[config.mk]
export PLATFORM = sky130hd
export DESIGN_NAME = exc_sequencer_flat
export DESIGN_NICKNAME = d
export VERILOG_FILES = /design/src/rtl/exc_sequencer_if.sv /design/src/rtl/exc_sequencer.sv /design/src/flat_wrapper.sv
export SDC_FILE = /design/constraint.sdc
export NUM_CORES = 1
export LEC_CHECK = 0
export ABC_AREA = 1
export CAP_MARGIN = 5
export CORE_ASPECT_RATIO = 1.2
export CORE_UTILIZATION = 35
export DETAILED_ROUTE_END_ITERATION = 7
export HOLD_SLACK_MARGIN = 0.06
export PLACE_DENSITY = 0.78
export RECOVER_POWER = 25
export SYNTH_ARGS = -nofsm -noshare
export SYNTH_HDL_FRONTEND = slang
export SYNTH_SLANG_ARGS = --single-unit
export TNS_END_PERCENT = 30
[constraint.sdc]
create_clock -name clk -period 5.2 [get_ports clk]
set_clock_uncertainty 0.15 [all_clocks]
set_input_delay 1.3 -clock clk [delete_from_list [all_inputs] [get_ports clk]]
set_output_delay 1.3 -clock clk [all_outputs]
set_load 0.005 [all_outputs]
[src/rtl/exc_sequencer_if.sv]
// Exception sequencer bus: event inputs, PC/memory data and the
// EPC/PC/memory-override outputs. The cause/exc_count outputs exist
// only when EXC_CAUSE_EN is defined.
interface exc_sequencer_if;
   logic        exc_opcode;
   logic        exc_ovf;
   logic        exc_divz;
   logic [31:0] pc_in;
   logic [31:0] mem_data;
   logic [31:0] mem_addr;
   logic        mem_sel;
   logic        epc_we;
   logic [31:0] epc_data;
   logic        pc_we;
   logic [31:0] pc_data;
   logic        busy;
`ifdef EXC_CAUSE_EN
   logic [1:0]  cause;
   logic [7:0]  exc_count;

   modport slave (
      input  exc_opcode, exc_ovf, exc_divz, pc_in, mem_data,
      output mem_addr, mem_sel, epc_we, epc_data, pc_we, pc_data, busy,
             cause, exc_count
   );
   modport master (
      output exc_opcode, exc_ovf, exc_divz, pc_in, mem_data,
      input  mem_addr, mem_sel, epc_we, epc_data, pc_we, pc_data, busy,
             cause, exc_count
   );
`else
   modport slave (
      input  exc_opcode, exc_ovf, exc_divz, pc_in, mem_data,
      output mem_addr, mem_sel, epc_we, epc_data, pc_we, pc_data, busy
   );
   modport master (
      output exc_opcode, exc_ovf, exc_divz, pc_in, mem_data,
      input  mem_addr, mem_sel, epc_we, epc_data, pc_we, pc_data, busy
   );
`endif
endinterface

[src/rtl/exc_sequencer.sv]
// Exception sequencer: on an exception event saves PC-4 to EPC, fetches
// the handler address from the cause's vector slot and loads it into PC.
// IDLE -> SAVE -> WAIT -> LOAD -> IDLE, events ignored while busy.
// Optional feature macro: EXC_CAUSE_EN (adds cause and exc_count outputs).
module exc_sequencer (
   input  logic           clk,
   input  logic           reset,
   exc_sequencer_if.slave bus
);

   typedef enum logic [1:0] {IDLE = 2'd0, SAVE = 2'd1, WAIT = 2'd2, LOAD = 2'd3} state_t;

   state_t      state, nextState;
   logic        anyEvent;
   logic [1:0]  winCause;
   logic [31:0] memAddrQ;
   logic [31:0] epcDataQ;
   logic [31:0] pcDataQ;

   // Priority resolve of simultaneous events: opcode > overflow > divz
   always_comb begin
      anyEvent = bus.exc_opcode | bus.exc_ovf | bus.exc_divz;
      winCause = 2'd3;
      if (bus.exc_opcode)   winCause = 2'd1;
      else if (bus.exc_ovf) winCause = 2'd2;
   end

   // Next-state logic; only IDLE looks at the event inputs
   always_comb begin
      nextState = state;
      case (state)
         IDLE: if (anyEvent) nextState = SAVE;
         SAVE: nextState = WAIT;
         WAIT: nextState = LOAD;
         LOAD: nextState = IDLE;
         default: nextState = IDLE;
      endcase
   end

   // State register
   always_ff @(posedge clk) begin
      if (reset) state <= IDLE;
      else       state <= nextState;
   end

   // Datapath: vector and EPC latched on entry, handler address kept after LOAD
   always_ff @(posedge clk) begin
      if (reset) begin
         memAddrQ <= '0;
         epcDataQ <= '0;
         pcDataQ  <= '0;
      end else begin
         if (state == IDLE && anyEvent) begin
            // vectors 253/254/255 are 0xFC + cause
            memAddrQ <= {24'h0, 6'h3F, winCause};
            epcDataQ <= bus.pc_in - 32'd4;
         end
         if (state == LOAD) pcDataQ <= {24'h0, bus.mem_data[7:0]};
      end
   end

`ifdef EXC_CAUSE_EN
   logic [1:0] causeQ;
   logic [1:0] causeOut;
   logic [7:0] excCount;

   // Cause captured on entry, published and counted while in SAVE
   always_ff @(posedge clk) begin
      if (reset) begin
         causeQ   <= '0;
         causeOut <= '0;
         excCount <= '0;
      end else begin
         if (state == IDLE && anyEvent) causeQ <= winCause;
         if (state == SAVE) begin
            causeOut <= causeQ;
            excCount <= excCount + 8'd1;
         end
      end
   end

   // Optional status outputs
   always_comb begin
      bus.cause     = causeOut;
      bus.exc_count = excCount;
   end
`endif

   // Output decode; pc_data passes memory data through during LOAD
   always_comb begin
      bus.busy     = (state != IDLE);
      bus.mem_sel  = (state != IDLE);
      bus.epc_we   = (state == SAVE);
      bus.pc_we    = (state == LOAD);
      bus.mem_addr = memAddrQ;
      bus.epc_data = epcDataQ;
      bus.pc_data  = pcDataQ;
      if (state == LOAD) bus.pc_data = {24'h0, bus.mem_data[7:0]};
   end

endmodule

[src/flat_wrapper.sv]
// flat-port wrapper written by rule: the top's interface ports become plain ports
module exc_sequencer_flat 
  (clk, reset, bus_exc_opcode, bus_exc_ovf, bus_exc_divz, bus_pc_in, bus_mem_data, bus_mem_addr, bus_mem_sel, bus_epc_we, bus_epc_data, bus_pc_we, bus_pc_data, bus_busy);
  exc_sequencer_if bus_i ();
  input  logic clk;
  input  logic reset;
  input wire logic [$bits(bus_i.exc_opcode)-1:0] bus_exc_opcode;
  input wire logic [$bits(bus_i.exc_ovf)-1:0] bus_exc_ovf;
  input wire logic [$bits(bus_i.exc_divz)-1:0] bus_exc_divz;
  input wire logic [$bits(bus_i.pc_in)-1:0] bus_pc_in;
  input wire logic [$bits(bus_i.mem_data)-1:0] bus_mem_data;
  output wire logic [$bits(bus_i.mem_addr)-1:0] bus_mem_addr;
  output wire logic [$bits(bus_i.mem_sel)-1:0] bus_mem_sel;
  output wire logic [$bits(bus_i.epc_we)-1:0] bus_epc_we;
  output wire logic [$bits(bus_i.epc_data)-1:0] bus_epc_data;
  output wire logic [$bits(bus_i.pc_we)-1:0] bus_pc_we;
  output wire logic [$bits(bus_i.pc_data)-1:0] bus_pc_data;
  output wire logic [$bits(bus_i.busy)-1:0] bus_busy;
  assign bus_i.exc_opcode = bus_exc_opcode;
  assign bus_i.exc_ovf = bus_exc_ovf;
  assign bus_i.exc_divz = bus_exc_divz;
  assign bus_i.pc_in = bus_pc_in;
  assign bus_i.mem_data = bus_mem_data;
  assign bus_mem_addr = bus_i.mem_addr;
  assign bus_mem_sel = bus_i.mem_sel;
  assign bus_epc_we = bus_i.epc_we;
  assign bus_epc_data = bus_i.epc_data;
  assign bus_pc_we = bus_i.pc_we;
  assign bus_pc_data = bus_i.pc_data;
  assign bus_busy = bus_i.busy;
  exc_sequencer u_core (.clk(clk), .reset(reset), .bus(bus_i));
endmodule
==> out/metrics.yaml, run 1 <==
finalNonFillerCells: 803
antenna_cells: 0
antenna_found_initial: 0
async_reset_ff_share_pct: 0
slew_headroom_pct: -51.2
synthDistinctLibCells: 31
dp_hpwl_mm: 7.29
netlist_area_um2: 3690
clockBufferDepth: 2
fin_nets: 746
fin_setup_tns_ns: 0
rows: 40
placed_area_um2: 4830
drv_slew: 52
ant_nets: 0
synth-seq-cells: 69
netlist_top_cells_count: "113 x nor2_1, 101 x nand2_1, 88 x inv_1, 69 x dfxtp_1, 33 x buf_4"
synth_flop_cell: "dfxtp_1"
synthTopCellsByArea: "dfxtp_1 37%, nor2_1 11%, nand2_1 10%"
firstDrtPassIters: 4
endpoint_kind: "register"
yosys.area.top_type: "dfxtp_1"
worst_pin_slew_ns: 2.27
clock_latency_ns: 0.32
status: "finished, violations left"
p_leak_nw: 2.37
drt_iter0_markers: 111
r2r_slack_ns: 2.72
syn_to_final_growth_pct: 38.4
powerDensity_nw_per_um2: 375
crit_type: "in -> reg"
seq_area_frac_synth_pct: 37.4
ir_drop_mv: 0.176
cts.sinks: 69
cp_cell_sequence: "buf_2 -> clkbuf_1 -> inv_1 -> o21ai_0 -> o21bai_1 -> inv_1"
core_um2: 10100
cp-startpoint: "reset"
r2r-start: "u_core.state[0]"
syn_inst: 566
rsz0062_at_grt: "false"
max_cap_violations: 1
die_h_um: 114
grt_max_degree: 59
fin_crit_sh_pct: 81.8
wl_mm: 9.49
syn_area_per_cell_um2: 6.52
place.gp.congestion: 0.839
gr-total-overflow: 0
dieArea_um2: 11000
stdcell_area_um2: 5110
max_freq_mhz: 235
drc: 0
drive_gt1_share_pct: 5.02
cp-start-kind: "input port"
io_pins: 169
hold_slack_ns: 0.284
setup_viol: 0
die_x_um: 95.7
cp_common_cell: "inv_1"
routedWlPerCell_um: 11.8
hold_buffers: 0
grt_pass1_wl_mm: 15.2
cts_tree: "yes"
critPathMaxFanout: 51
synth_most_common_cell: "nor2_1"
fin_total_pwr_mw: 1.92
clk_pin_slew_ns: 0.06
n_fill_cell: 1018
dp.cells: 787
finalHoldViolCount: 0
cts-htree-levels: 3
hp-class: "reg -> reg"
fin_crit_ns: 4.25
slowest_delay_ns: 1.61
violations: "capacitance limit, slew limit"
cts_resized: 0
via_per_inst: 4.43
via_count: 3554
cp-endpoint: "u_core.bus.epc_data[18]"
cp.required_ns: 5.27
root_buffer: "clkbuf_16"
cts_buffers: 9
synth_edf_count: 0
synth_top_area_share_pct: 37.4
cp.arrival_ns: 4.32
slowest_stage: "clkbuf_1"
r2r_cells: 8
ys_warn_count: 0
postCtsSetupBuffers: 0
grt_pass1_vias: 3301
port_buffers: 120
grt.total_usage_pct: 18.1
initial_core_util_pct: 36.5
r2r_end: "u_core.bus.epc_data[12]"
[cells by family after synthesis]
family | Yosys count | synth area share [%]
xor gates and xnor gates | 8 | 1.90
and+or+nand+nor | 283 | 32.6
AOI/OAI and AO/OA | 60 | 8.61
buffers and inverters | 140 | 17.7
DFF | 69 | 37.4
other | 1 | 0.102
adders and majority gates | 5 | 1.69
[cell usage in the layout (no fill, tap or decap), types with 2 or more instances in the layout]
| master | count |
|---|---|
| o21ai_1 | 8 |
| nor2_1 | 113 |
| nor3_1 | 25 |
| clkdlybuf4s50_1 | 117 |
| nand4_1 | 2 |
| clkbuf_1 | 2 |
| xor2_1 | 6 |
| a31oi_1 | 3 |
| o21ai_0 | 22 |
| a21oi_1 | 22 |
| clkbuf_8 | 2 |
| nand2_1 | 101 |
| nand2_4 | 2 |
| nor2_2 | 7 |
| o21bai_1 | 3 |
| ha_1 | 4 |
| dfxtp_1 | 69 |
| clkbuf_16 | 9 |
| inv_1 | 88 |
| dlygate4sd3_1 | 2 |
| xnor2_1 | 2 |
| nand2_2 | 4 |
| conb_1 | 24 |
| clkinv_2 | 3 |
| nand3_1 | 25 |
[critical path: cells and delay by family]
| family | cells | cell delay (ns) |
|---|---|---|
| AO/OA/AOI/OAI | 2 | 0.45 |
| buffers and inverters | 4 | 2.56 |
[sequential cells by signal, summed over array words and instances, names as in the netlist]
register	count
u_core.pcDataQ	32
u_core.bus.epc_data	32
u_core.state	2
u_core.bus.mem_addr	3
[report_power, final]
group / internal, mW / switching, mW / total, mW / leakage, nW
Clock: 0.346 / 0.220 / 0.566 / 0.138
Sequential: 0.632 / 0.0506 / 0.682 / 0.566
Combinational: 0.335 / 0.332 / 0.667 / 1.67
Total: 1.31 / 0.602 / 1.92 / 2.37
[stage by stage]
step | setup slack [ns] | util [%]
6_report | 0.947 | 50.5
5_1_grt | 0.475 | 50.5
4_1_cts | 1.13 | 50.6
3_5_place_dp | 1.30 | 47.8
3_3_place_gp | 1.32 | 47.8
2_1_floorplan | 2.31 | -
[how the worst min path moves through the flow]
| stage | endpoint | start | slack (ns) | cells after the start |
|---|---|---|---|---|
| 2_1_floorplan | u_core.pcDataQ[10] | u_core.pcDataQ[10] | 0.27 | 2 |
| 3_3_place_gp | u_core.pcDataQ[30] | u_core.pcDataQ[30] | 0.27 | 2 |
| 3_5_place_dp | u_core.pcDataQ[17] | u_core.pcDataQ[17] | 0.28 | 2 |
| 4_1_cts | u_core.pcDataQ[27] | u_core.pcDataQ[27] | 0.29 | 2 |
| 5_1_grt | u_core.pcDataQ[27] | u_core.pcDataQ[27] | 0.30 | 2 |
| 6_report | u_core.pcDataQ[16] | u_core.pcDataQ[16] | 0.28 | 2 |
[per-layer routing]
metal	wire [µm]	track usage (%)
met4	207	7.16
met1	4220	21.8
met3	505	4.78
met2	4560	30.3
met5	0	0
[area by class of cell]
cell class | count | area [µm²] | area share (%)
inverters | 90 | 338 | 6.61
multi-input cells | 380 | 1750 | 34.2
well taps | 126 | 158 | 3.09
clock buffers | 12 | 256 | 5.02
flip-flops and latches | 69 | 1380 | 27.0
clock inverters | 4 | 22.5 | 0.441
repair buffers | 122 | 1210 | 23.6
Note: power is estimated with default switching activity, not from simulation.
==> run 2, diff against run 1 <==
PLACE_DENSITY = 0.8   (was 0.78)
clock period = 3.8 ns   (was 5.2 ns; I/O delays follow)
==> run 2 against run 1 <==
Net effect:
- design area about the same
- first-iteration DRC count increased by 0.90%
- core utilization about the same
- cell count up 0.25%
- die area unchanged
- largest power group unchanged
- highest routed layer unchanged
- the run still ends with capacitance limit, slew limit left
- via count down 1.2%
- global-route usage fell by 1.1 points
- critical endpoint is now bus_pc_data[7]
==> out/metrics.yaml, run 2 (synthesis results as in run 1) <==
drv_slew: 51  # -1.9%
layout_common_cells: "118 x clkdlybuf4s50_1, 113 x nor2_1, 101 x nand2_1, 88 x inv_1, 69 x dfxtp_1"
io_pins: 169  # unchanged
r2r_slack_ns: 1.91  # -0.81 ns
stdcell_area_um2: 5110  # about the same
core_um2: 10100  # unchanged
antenna_cells: 0  # unchanged
fin_ws_ns: 0.608  # -0.340 ns
ant_nets: 0  # unchanged
dieArea_um2: 11000  # unchanged
via_per_inst: 4.36  # -1.5%
dp_hpwl_mm: 6.85  # -6.0%
layout_commonest_cell: "clkdlybuf4s50_1"
cp.arrival_ns: 2.09  # -2.23 ns
wl_mm: 9.04  # -4.7%
powerDensity_nw_per_um2: 506  # +35%
grt_pass1_wl_mm: 14.3  # -6.3%
cp_cell_sequence: "ha_2 -> inv_1 -> nand2_1 -> nand2_1 -> clkdlybuf4s50_1"
fin_total_pwr_mw: 2.59  # +35%
seqPwrFrac_pct: 36.2  # +0.6 points
internal-power_mw: 1.77  # +35%
hp-class: "reg -> reg"
place_ws_ns: 0.638  # -0.661 ns
p_switching_mw: 0.819  # +36%
met2_usage_pct: 29.2  # -1.1 points
antenna_found_initial: 0  # unchanged
min_to: "u_core.pcDataQ[24]"
grt_max_degree: 51  # -14%
status: "finished, violations left"
r2r_end: "u_core.bus.epc_data[13]"
clock_power_share_pct: 28.1  # -1.5 points
cts_tree: "yes"
fin_crit_sh_pct: 84.0
drc: 0  # unchanged
p_leak_nw: 2.37  # -0.21%
drt_iter0_markers: 112  # +0.90%
syn_to_final_growth_pct: 38.4  # about the same
slowest_delay_ns: 0.50  # -1.11 ns
worst_pin_slew_ns: 2.32  # +0.0529 ns
slowest_stage: "ha_2"
rsz0062_at_grt: "false"
fin_setup_tns_ns: 0  # unchanged
gr-total-overflow: 0  # unchanged
placed_area_um2: 4860  # +0.62%
fin_nets: 750  # +0.54%
finalHoldViolCount: 0  # unchanged
rows: 40  # unchanged
drive_gt1_share_pct: 5.15  # +0.13 points
grt.total_usage_pct: 17.0  # -1.1 points
crit_type: "reg -> out"
combPwrFrac_pct: 35.7  # +0.9 points
cts-htree-levels: 3  # unchanged
use_met1_pct: 20.5  # -1.3 points
port_buffers: 120  # unchanged
grt_use_met3_pct: 4.45  # -0.33 points
cts.sinks: 69  # unchanged
clock_latency_ns: 0.32  # about the same
cp-start-kind: "register"
setup_viol: 0  # unchanged
dp.cells: 791  # +0.51%
ir_drop_mv: 0.222  # +26%
gr-max-usage-layer: "met2"
power_switching_share_pct: 31.6  # +0.19 points
die_x_um: 95.7  # unchanged
place.gp.congestion: 0.926  # +10%
fin_crit_ns: 3.19
via_count: 3510  # -1.2%
routedWlPerCell_um: 11.2  # -4.9%
cp_common_cell: "nand2_1"
clockBufferDepth: 2  # unchanged
cp.required_ns: 2.70  # -2.57 ns
clk_pin_slew_ns: 0.05  # about the same
hold_buffers: 0  # unchanged
cp-startpoint: "u_core.state[0]"
r2r-start: "u_core.state[0]"
slew_headroom_pct: -54.7  # -3.5 points
max_freq_mhz: 313
die_h_um: 114  # unchanged
firstDrtPassIters: 4  # unchanged
cts_buffers: 9  # unchanged
violations: "capacitance limit, slew limit"
critPathMaxFanout: 26  # -49%
grt_pass1_vias: 2958  # -10%
worstHoldPathCells: 2  # unchanged
endpoint_kind: "primary output"
max_cap_violations: 1  # unchanged
postCtsSetupBuffers: 0  # unchanged
worstHoldStart: "u_core.pcDataQ[24]"
cts_resized: 0  # unchanged
initial_core_util_pct: 36.5  # unchanged
r2r_cells: 8  # unchanged
root_buffer: "clkbuf_16"
finalNonFillerCells: 805  # +0.25%
==> run 2: worst max-delay path by stage <==
stage	slack, ns	to	cells after the start
after floorplan	1.47	bus_pc_data[10]	4
after global placement	0.65	bus_pc_data[5]	4
after detailed placement	0.64	bus_pc_data[5]	4
after CTS	0.53	bus_pc_data[5]	5
after global routing	0.39	bus_pc_data[5]	5
final	0.61	bus_pc_data[7]	5
==> run 2: power by group through the flow <==
stage	logic [mW]	clock network (mW)	registers, mW
final	0.924	0.728	0.935
after global routing	1.04	0.788	0.953
after CTS	0.944	0.749	0.937
after detailed placement	0.939	0	0.950
after global placement	0.930	0	0.949
after floorplan	0.486	0	0.957
==> run 2: final cells by class <==
| class | instances | area [µm²] |
|---|---|---|
| multi-input cells | 380 | 1750 |
| clock inverters | 5 | 30.0 |
| inverters | 90 | 338 |
| clock buffers | 9 | 225 |
| fillers | 1047 | 5000 |
| flip-flops and latches | 69 | 1380 |
| repair buffers | 126 | 1230 |
| well taps | 126 | 158 |
==> run 2: metrics by stage <==
stage / util (%) / hold slack, ns
6_report: 50.5 / 0.285
3_3_place_gp: 48.1 / 0.274
5_1_grt: 50.5 / 0.301
4_1_cts: 50.6 / 0.284
2_1_floorplan: - / 0.266
3_5_place_dp: 48.1 / 0.277
==> run 2: layer usage <==
layer	part of all wire [%]	wire [µm]	vias up
met5	0	0	-
met4	0.71	64	0
met3	7.0	630	7
met2	47	4250	122
met1	45	4090	1488
li1	-	-	1893
==> run 2: worst max-delay path: cells and delay by family, from the launching register on <==
family | cells | cell delay, ns
simple gates | 2 | 0.18
buf+inv | 2 | 0.70
fa+ha+maj | 1 | 0.50
flops | 1 | 0.38
==> run 3, diff against run 2 <==
PLACE_DENSITY = 0.78   (was 0.8)
clock period = 3.2 ns   (was 3.8 ns; I/O delays follow)
==> run 3 against run 2 <==
Net effect:
- the flow still finishes with violations (capacitance limit, slew limit)
- non-clock buffer count stayed put
- cell count increased by 0.25%
- setup slack got worse by 0.39 ns
- combinational power is 20% higher
- global-route usage increased by 1.3 points
- register-to-register slack worse by 0.83 ns
- via count rose by 2.2%
- sequential cell count unchanged
- count of clock-buffer cells in the layout is 2 higher
- worst hold slack improved by 0.00062 ns
- core utilization rose by 0.42 points
- sequential share of layout area fell by 0.22 points
- largest cell class unchanged
==> out/metrics.yaml, run 3 (synthesis results as in run 1) <==
status: "finished, violations left"
violations: "capacitance limit, slew limit"
port_buffers: 120  # unchanged
seqPwrFrac_pct: 34.8  # -1.4 points
die_x_um: 95.7  # unchanged
setup_viol: 0  # unchanged
cts_buffers: 9  # unchanged
endpoint_kind: "primary output"
cts-htree-levels: 3  # unchanged
dp_hpwl_mm: 7.28  # +6.3%
clockBufferDepth: 2  # unchanged
fin_nets: 750  # unchanged
cts.sinks: 69  # unchanged
initial_core_util_pct: 36.5  # unchanged
crit_family: "buffers and inverters"
io_pins: 169  # unchanged
routedWlPerCell_um: 11.8  # +4.7%
worst_pin_slew_ns: 2.25  # -0.0748 ns
powerDensity_nw_per_um2: 621  # +23%
cp.required_ns: 2.25  # -0.45 ns
clock_power_share_pct: 30.6  # +2.5 points
postCtsSetupBuffers: 0  # unchanged
grt_pass1_vias: 3329  # +13%
hold_buffers: 0  # unchanged
clk_pin_slew_ns: 0.05  # about the same
wl_mm: 9.49  # +5.0%
fin_crit_ns: 2.98
die_h_um: 114  # unchanged
rsz0062_at_grt: "false"
clock_latency_ns: 0.32  # about the same
ant_nets: 0  # unchanged
cp_cell_sequence: "ha_2 -> buf_4 -> nor2_1 -> clkdlybuf4s50_1"
internal-power_mw: 2.22  # +26%
fin_setup_tns_ns: 0  # unchanged
layout_commonest_cell: "clkdlybuf4s50_1"
grt.total_usage_pct: 18.3  # +1.3 points
slowest_stage: "clkdlybuf4s50_1"
grt_max_degree: 51  # unchanged
combPwrFrac_pct: 34.6  # -1.1 points
p_switching_mw: 0.982  # +20%
layout_common_cells: "118 x clkdlybuf4s50_1, 113 x nor2_1, 101 x nand2_1, 89 x inv_1, 69 x dfxtp_1"
dieArea_um2: 11000  # unchanged
place.gp.congestion: 0.835  # -9.9%
cp.buffers_inverters: 2  # unchanged
p_leak_nw: 2.40  # +1.4%
drive_gt1_share_pct: 5.43  # +0.28 points
cp-start-kind: "register"
crit_type: "reg -> out"
gr-total-overflow: 0  # unchanged
n_fill_cell: 1020  # -2.6%
via_count: 3587  # +2.2%
max_cap_violations: 1  # unchanged
drv_slew: 51  # unchanged
finalHoldViolCount: 0  # unchanged
drt_iter0_markers: 168  # +50%
multiInputGateArea_um2: 1750  # unchanged
drc: 0  # unchanged
ir_drop_mv: 0.333  # +50%
firstDrtPassIters: 5  # +1
seq_area_um2: 1380  # unchanged
slew_headroom_pct: -49.7  # +5.0 points
root_buffer: "clkbuf_16"
via_per_inst: 4.44  # +1.9%
cts_tree: "yes"
syn_to_final_growth_pct: 39.6
cts_resized: 0  # unchanged
critPathMaxFanout: 48  # +85%
slowest_delay_ns: 0.46  # -0.04 ns
antenna_cells: 0  # unchanged
fin_crit_sh_pct: 93.1
core_um2: 10100  # unchanged
power_switching_share_pct: 30.7  # -0.96 points
antenna_found_initial: 0  # unchanged
final_core_util_pct: 51.0  # +0.42 points
max_freq_mhz: 336
grt_pass1_wl_mm: 15.4  # +8.1%
rows: 40  # unchanged
cp.arrival_ns: 2.03  # -0.06 ns
hp-class: "reg -> reg"
-- run 3: cell count changes in the layout (fill, tap and decap cells not counted) --
cell,delta
buf_2,+1
buf_4,+1
bufinv_16,+1
clkbuf_1,-1
clkbuf_8,+1
clkinv_2,+1
clkinvlp_4,-2
inv_1,+1
inv_2,-1
-- run 3: metrics by stage --
step                      area (µm²)  std cells  hold WS [ns]  worst slack [ns]  power (mW)
after CTS                       5160        807         0.287             0.172        3.25
after global placement          4860        791         0.274             0.364        2.23
after global routing            5150        807         0.297            0.0392        3.41
after detailed placement        4860        791         0.277             0.345        2.25
after floorplan                 3780        589         0.266              1.02        1.71
final                           5150        807         0.286             0.220        3.20
-- run 3: tightest hold or removal path, cell delays in order (launching register included) --
cell     delay [ns]
dfxtp_1        0.29
inv_1          0.06
nor3_1         0.04
-- run 3: layer usage --
metal	wire length (µm)	global-route usage (%)	up-vias
met5	0	0	-
met1	4200	21.3	1571
met2	4690	32.1	110
met3	513	4.05	6
li1	-	-	1900
met4	80	6.87	0
-- run 3: final timing paths --
| check | start | endpoint | slack [ns] | cells past startpoint |
|---|---|---|---|---|
| min reg2reg | u_core.pcDataQ[23] | u_core.pcDataQ[23] | 0.29 | 2 |
| max | u_core.state[0] | bus_pc_data[14] | 0.22 | 4 |
| min | u_core.pcDataQ[23] | u_core.pcDataQ[23] | 0.29 | 2 |
| max reg2reg | u_core.state[1] | u_core.bus.epc_data[20] | 1.08 | 9 |
-- run 3: final cells by class --
type,count,share of cell area (%)
multi-input combinational,380,33.9
sequential,69,26.8
timing repair buffer,126,24.0
inverter,90,6.56
clock buffer,11,4.71
tap,126,3.06
clock inverter,5,0.971
-- run 3: power groups by stage --
stage                     logic [mW]  clock network (mW)  registers [mW]
final                           1.11               0.979            1.11
after global placement          1.11                   0            1.12
after CTS                       1.13                1.01            1.11
after floorplan                0.577                   0            1.14
after global routing            1.24                1.04            1.13
after detailed placement        1.12                   0            1.13
